===== config.mk =====
export PLATFORM = sky130hd
export DESIGN_NAME = data_logger
export DESIGN_NICKNAME = d
export VERILOG_FILES = /design/src/rtl/data_logger.sv
export SDC_FILE = /design/constraint.sdc
export NUM_CORES = 2
export LEC_CHECK = 0
export ABC_CLOCK_PERIOD_IN_PS = 19200
export BUFFER_PORTS_ARGS = -buffer_cell sky130_fd_sc_hd__clkbuf_2
export CAP_MARGIN = 20
export CORE_MARGIN = 8
export CORE_UTILIZATION = 35
export CTS_BUF_LIST = sky130_fd_sc_hd__clkbuf_8 sky130_fd_sc_hd__clkbuf_16
export DETAILED_ROUTE_END_ITERATION = 6
export HOLD_SLACK_MARGIN = 0.05
export MAX_ROUTING_LAYER = met4
export SLEW_MARGIN = 20
export SYNTH_ARGS = -nofsm -noshare
export SYNTH_HDL_FRONTEND = slang
export SYNTH_SLANG_ARGS = --single-unit

===== constraint.sdc =====
create_clock -name clk -period 19.2 [get_ports clk]
set_input_delay 2.88 -clock clk [delete_from_list [all_inputs] [get_ports clk]]
set_output_delay 2.88 -clock clk [all_outputs]
set_load 0.05 [all_outputs]

===== src/rtl/data_logger.sv =====
// data_logger: leveled event logger. Accepted events are timestamped, tagged with
// NAME_ID and queued in a first-word-fall-through FIFO that drains as a record stream.
//
// Handshakes: a transfer happens on any rising edge where valid and ready are both 1.
// Input side: log_ready is tied high, so every log_valid cycle is an accept cycle; events
// that cannot be stored are filtered or counted as drops rather than stalled.
// Output side: rec_valid stays high and rec_data stays stable until rec_ready is seen.
module data_logger #(
  parameter logic [7:0] NAME_ID   = 8'h00,
  parameter int         VERBOSITY = 3,
  parameter int         DEPTH     = 16,
  parameter int         TS_W      = 32
) (
  input  logic                       clk,
  input  logic                       resetb,
  input  logic                       log_valid,
  output logic                       log_ready,
  input  logic [2:0]                 log_level,
  input  logic [15:0]                log_code,
  input  logic [31:0]                log_arg,
  output logic                       rec_valid,
  input  logic                       rec_ready,
  output logic [TS_W+58:0]           rec_data,
  output logic                       fatal,
  output logic [15:0]                drop_cnt,
  output logic [$clog2(DEPTH):0]     count
);

  localparam int AW    = $clog2(DEPTH);
  localparam int CNT_W = AW + 1;
  localparam int RW    = TS_W + 59;

  logic [RW-1:0]    mem [DEPTH];
  logic [AW-1:0]    wr_ptr;
  logic [AW-1:0]    rd_ptr;
  logic [CNT_W-1:0] count_q;
  logic [TS_W-1:0]  ts_q;

  logic level_ok;
  logic full;
  logic pop;
  logic push;
  logic drop;
  logic [RW-1:0] new_rec;

  assign log_ready = 1'b1;

  // Decode the level filter and the FIFO push/pop/drop decisions for this cycle.
  always_comb begin
    level_ok = (log_level != 3'd0) && (log_level <= 3'd4) && (int'(log_level) <= VERBOSITY);
    full     = (count_q == CNT_W'(DEPTH));
    pop      = rec_valid && rec_ready;
    // A full FIFO still accepts when the head leaves in the same cycle.
    push     = log_valid && level_ok && (!full || pop);
    drop     = log_valid && level_ok && full && !pop;
    new_rec  = {ts_q, NAME_ID, log_level, log_code, log_arg};
  end

  // Free-running timestamp, wraps naturally.
  always_ff @(posedge clk or negedge resetb) begin
    if (!resetb) ts_q <= '0;
    else         ts_q <= ts_q + 1'b1;
  end

  // Record storage; contents are only observable when count is non-zero.
  always_ff @(posedge clk) begin
    if (push) mem[wr_ptr] <= new_rec;
  end

  // FIFO pointers and occupancy.
  always_ff @(posedge clk or negedge resetb) begin
    if (!resetb) begin
      wr_ptr  <= '0;
      rd_ptr  <= '0;
      count_q <= '0;
    end else begin
      if (push) wr_ptr <= wr_ptr + 1'b1;
      if (pop)  rd_ptr <= rd_ptr + 1'b1;
      case ({push, pop})
        2'b10:   count_q <= count_q + 1'b1;
        2'b01:   count_q <= count_q - 1'b1;
        default: count_q <= count_q;
      endcase
    end
  end

  // Sticky fatal flag and saturating drop counter.
  always_ff @(posedge clk or negedge resetb) begin
    if (!resetb) begin
      fatal    <= 1'b0;
      drop_cnt <= '0;
    end else begin
      if (log_valid && level_ok && (log_level == 3'd1)) fatal <= 1'b1;
      if (drop && (drop_cnt != 16'hFFFF)) drop_cnt <= drop_cnt + 16'd1;
    end
  end

  // Output view of the head record; reads zero whenever the FIFO is empty.
  always_comb begin
    count     = count_q;
    rec_valid = (count_q != '0);
    rec_data  = rec_valid ? mem[rd_ptr] : '0;
  end

endmodule


==> Word-level counts from Yosys, hierarchy flattened <==
Memory sizes are Yosys's and may differ from the RTL's.
Cells that the tools add are included.
{ "totals": {"ram_bits": 1328, "n_memories": 1, "ff_bits": 62} }
{ "classes": {"magnitude_cmp": 2, "eq_ne": 5, "n_addsub": 6, "n_mux": 4, "n_reduce_logical": 15} }
{ "mem_list": {"columns": ["memory", "words", "word_bits", "rd", "rd_ports_with_merged_regs", "write_ports", "line", "source"], "rows": [
  ["mem", 16, 83, 1, 0, 1, "33", "logic [RW-1:0] mem [DEPTH];"]
]} }
{ "ops": {"columns": ["operator", "count"], "rows": [
  ["91-bit two-way mux", 1],
  ["32-bit by 1-bit adder with 32-bit output (second input constant)", 1],
  ["16-bit by 1-bit adder with 16-bit output (second input constant)", 1],
  ["16-bit != test (second input constant)", 1],
  ["5-bit one-hot mux with 2 select lines", 1],
  ["1-bit logical AND", 9],
  ["4-bit by 1-bit adder with 4-bit output (second input constant)", 2],
  ["5-bit by 1-bit adder with 5-bit output (second input constant)", 1],
  ["5-bit equality test (second input constant)", 1],
  ["5-bit nonzero test", 1],
  ["5-bit by 1-bit subtractor with 5-bit output (second input constant)", 1],
  ["3-bit by 1-bit equality test with 1-bit output (second input constant)", 1],
  ["3-bit by 2-bit less-or-equal comparator with 1-bit output (second input constant)", 1],
  ["3-bit less-or-equal comparator (second input constant)", 1],
  ["3-bit nonzero test", 1],
  ["2-bit by 1-bit equality test with 1-bit output (second input constant)", 1],
  ["2-bit equality test (second input constant)", 1],
  ["1-bit zero test", 2],
  ["1-bit two-way mux", 2],
  ["2-bit nonzero test", 1],
  ["1-bit logical OR", 1]
]} }

==> Depth between registers and ports, before layout <==
{ "depth": {"word_depth": 7, "ltp_mapped": 9} }

==> Worst setup path after synthesis <==
No wires, ideal clock.
{ "synth_path": {"path_kind": "input to register", "startpoint": "in log_level[2]", "endpoint": "mem mem[3][0] (netlist name), enable pin", "arrival_ns": 9.456, "slack_ns": 9.117, "stages": 5, "path_buffers": 1, "setup_ns": 0.626, "path_cell_list": "nand2b_1 > a211oi_1 > clkbuf_1 > nand2_1 > nor3_1"} }
{ "synth_via": {"elab_chain_cells": 7, "word_cells_on_any_way": 9, "cone_classes": "2 x order compare; 2 x mux; 5 x reduce/logical"} }
{ "synth_rtl": {"columns": ["element", "line", "source"], "rows": [
  ["start: declaration", "18", "input logic [2:0] log_level,"],
  ["3-bit less-or-equal comparator or 3-bit nonzero test (tied branches)", "50", "level_ok = (log_level != 3'd0) && (log_level <= 3'd4) && (int'(log_level) <= VERBOSITY);"],
  ["1-bit logical AND", "50", null],
  ["1-bit logical AND *", "50", null],
  ["1-bit logical AND * (2 in a row)", "54", "push = log_valid && level_ok && (!full || pop);"],
  ["1-bit two-way mux *", "67", "if (push) mem[wr_ptr] <= new_rec;"],
  ["1-bit two-way mux (implied by the code) *", "67", null],
  ["end: declaration", "33", null]
]} }
Every way passes the cells marked *; elsewhere a longest branch is shown, timed or not.

==> Worst setup path in the final report <==
{ "layout_path": {"startpoint": "reg rd_ptr[1]", "endpoint": "out rec_data[75]"} }
{ "layout_via": {"elab_chain_cells": 2} }
{ "layout_rtl": {"columns": ["element", "line", "source"], "rows": [
  ["start: declaration", "35", "logic [AW-1:0] rd_ptr;"],
  ["start signal: assignment", "78", "if (pop) rd_ptr <= rd_ptr + 1'b1;"],
  ["memory 16 x 83 bit", null, null],
  ["91-bit two-way mux", "102", "rec_data = rec_valid ? mem[rd_ptr] : '0;"],
  ["end: declaration", "23", "output logic [TS_W+58:0] rec_data,"]
]} }
Every way passes these cells.

==> results.tsv <==
metric	value	unit
worst_pin_slew	1.21	ns
start_util	35.1	%
rsz0062_at_grt	no	
grt_max_degree	157	
worst_ep_arrival_time	4.81	ns
drt-total-wl	123000	microns
worst-path-max-fanout	156	
finalPower	0.00900	W
hold_viol_final	0	
use_met3	4.10	%
yosys_warnings	0	
layout_min_cycle_time	7.69	ns
yosysSeqAreaShare	77.9	%
rows	143	
post-place-ws	11.87	ns
cp.required	16.32	ns
clockRootBuffer	clkbuf_16	
grtUsageTotal	15.3	%
synth_cells	2312	
dr.pass1.iters	7	
p_leak	19.4	nW
grt_busiest_layer	met2	
drv_cap	0	
end_kind	output pin	
grt.met1_usage	19.4	%
cts_max_level	4	
grt_use_met2	24.6	%
fin_util	40.3	%
tns	0	ns
drt_iter0_drc	1975	
fin_ws	11.51	ns
fin_crit_sh	40.0	%
synth_top_flop_cell	edfxtp_1	
pin_count	170	
drive_gt1_share	28.7	%
antenna_found_initial	5	
via_per_inst	5.22	
placed_area	0.0564	sq mm
dieHeight	406	microns
cts_made_buffers	145	
core_area	0.151	sq mm
hold_class	reg2reg	
final.fill_count	13200	
fin_nets	2599	
vdd_drop_max	124	uV
path_class	reg2out	
numClockSinks	1390	
clock_skew	0.0270	ns
gp_congestion	0.754	
power_density	148	mW/mm^2
area_delta_synth_final	14.8	%
start_kind	flop	
port_buffers	160	
ys_ff_latch	1390	
ctsResizeCount	0	
syn_area_per_cell	23.0	sq um
max_freq	0.130	GHz
grt_pass1_wl	179000	microns
path_clk_slew	0.06	ns
clk_latency	0.77	ns
hpwl	62100	microns
postSynth.asyncResetShare	4.46	%
dr_total_vias	24500	
cts_setup_buffers	0	
grt_pass1_vias	26400	
globalRouteOverflowTotal	0	
cts_tree	built	
synth_cell_types	42	
ctsHoldBuffers	0	
synth-edff-count	1328	
wire_per_inst	26.3	microns
finish.instance_area	0.0610	sq mm
die_w	406	microns
drcViolationCount	0	
clk_path_buf_depth	3	
dieArea	0.165	sq mm
max-slew-margin-rel	19.1	%
setup_violations	0	
drv_slew	0	
antenna_left	0	
outcome	completed	
synth_area	0.0532	sq mm
cell families (layout without fill, tap and decap cells):
logic type               Yosys count  in the layout  share of synthesized area [%]
adder cells (fa/ha/maj)            8              8                          0.188
other                              2             14                         0.0141
multiplexers                     501            501                           17.3
AND/OR/NAND/NOR                  120            120                           1.30
XOR/XNOR                          54             54                          0.890
buffers and inverters            132            465                           1.12
AO/OA/AOI/OAI                    105            105                           1.29
flip-flops                      1390           1390                           77.9
cells in the mapped netlist (all sizes together) (3+ instances only):
| cell type | n | area [sq um] |
|---|---|---|
| mux2i | 166 | 1660 |
| edfxtp | 1328 | 39900 |
| nor2 | 10 | 37.5 |
| nor2b | 4 | 25.0 |
| mux2 | 3 | 33.8 |
| a21oi | 3 | 15.0 |
| clkbuf | 64 | 240 |
| o22ai | 83 | 519 |
| inv | 6 | 22.5 |
| nor4 | 5 | 31.3 |
| mux4 | 332 | 7480 |
| dfrtp | 62 | 1550 |
| xnor2 | 46 | 403 |
| o2111ai | 4 | 35.0 |
| buf | 62 | 330 |
| and4 | 5 | 43.8 |
| o211ai | 5 | 37.5 |
| nand2 | 19 | 71.3 |
| xor2 | 8 | 70.1 |
| and3 | 24 | 150 |
| nand2b | 5 | 31.3 |
| nand4 | 19 | 119 |
| ha | 8 | 100 |
| nor3 | 8 | 50.1 |
| nand3 | 17 | 85.1 |
sequential cells by signal, indices dropped and copies added, names as in the netlist:
signal / flops
ts_q: 32
mem: 1328
rd_ptr: 4
wr_ptr: 4
fatal: 1
count: 5
drop_cnt: 16
cell usage in the layout (no fill, tap or decap), types with 3 or more instances in the layout:
cell type	n
buf_12	3
inv_1	35
nor2_1	10
ha_1	8
clkinv_2	24
mux4_2	332
xnor2_1	46
clkbuf_8	4
o22ai_1	83
and4_1	5
nand4_1	19
and3_4	15
nand2b_1	4
nor2b_1	4
inv_16	3
clkinvlp_4	5
nand3_1	17
nor4_1	4
inv_6	6
o211ai_1	5
o2111ai_1	4
nor3_1	5
edfxtp_1	1328
clkinv_1	31
mux2i_1	166
dfrtp_1	59
xor2_1	8
clkbuf_2	159
nand2_1	18
conb_1	9
buf_6	3
buf_4	30
dfrtp_4	3
a21oi_1	3
diode_2	5
and3_1	9
nor3_2	3
bufinv_16	8
clkbuf_16	149
stage by stage:
step | std cells | hold WS, ns
floorplan | 2319 | 0.477
global placement | 4418 | 0.461
detailed placement | 4418 | 0.487
CTS | 4681 | 0.509
global route | 4686 | 0.528
finish | 4687 | 0.497
final cells by class:
class	instances	area [sq um]	area share, %
clock buffer	153	3780	6.20
multi-input combinational	797	11300	18.5
tap	2030	2540	4.16
inverter	6	22.5	0.0369
antenna	5	12.5	0.0205
sequential	1390	41400	67.9
timing repair buffer	196	1140	1.87
clock inverter	110	788	1.29
critical path, cell delays in order, from the launching register on:
cell and delay (ns):
dfrtp_4 0.90, buf_12 0.65, buf_6 0.73, mux4_2 0.34, mux2i_1 0.09, o22ai_1 0.72
clkbuf_2 0.41
path summary, 6_finish.rpt:
kind                           start            to  slack (ns)  depth (start not counted)
max in group asynchronous     resetb     rd_ptr[1]       16.25                          1
setup reg to reg            count[4]    mem[5][81]       15.66                          6
min in group asynchronous     resetb         fatal        2.22                          1
hold / removal                 fatal         fatal        0.50                          1
hold reg to reg                fatal         fatal        0.50                          1
setup / recovery           rd_ptr[1]  rec_data[75]       11.51                          6
per-layer routing:
layer | wire length (microns) | part of all wire (%)
met5 | 0 | 0
met2 | 60600 | 49
met4 | 2330 | 1.9
met1 | 51800 | 42
met3 | 8560 | 6.9
power breakdown:
part	internal [W]	total, W	leakage, nW	switching (W)
combinational	0.000969	0.00279	4.47	0.00182
clock	0.00154	0.00268	2.36	0.00115
sequential	0.00343	0.00353	12.6	0.0000943
total	0.00594	0.00900	19.4	0.00306
Note: power is estimated with default switching activity, not from simulation.
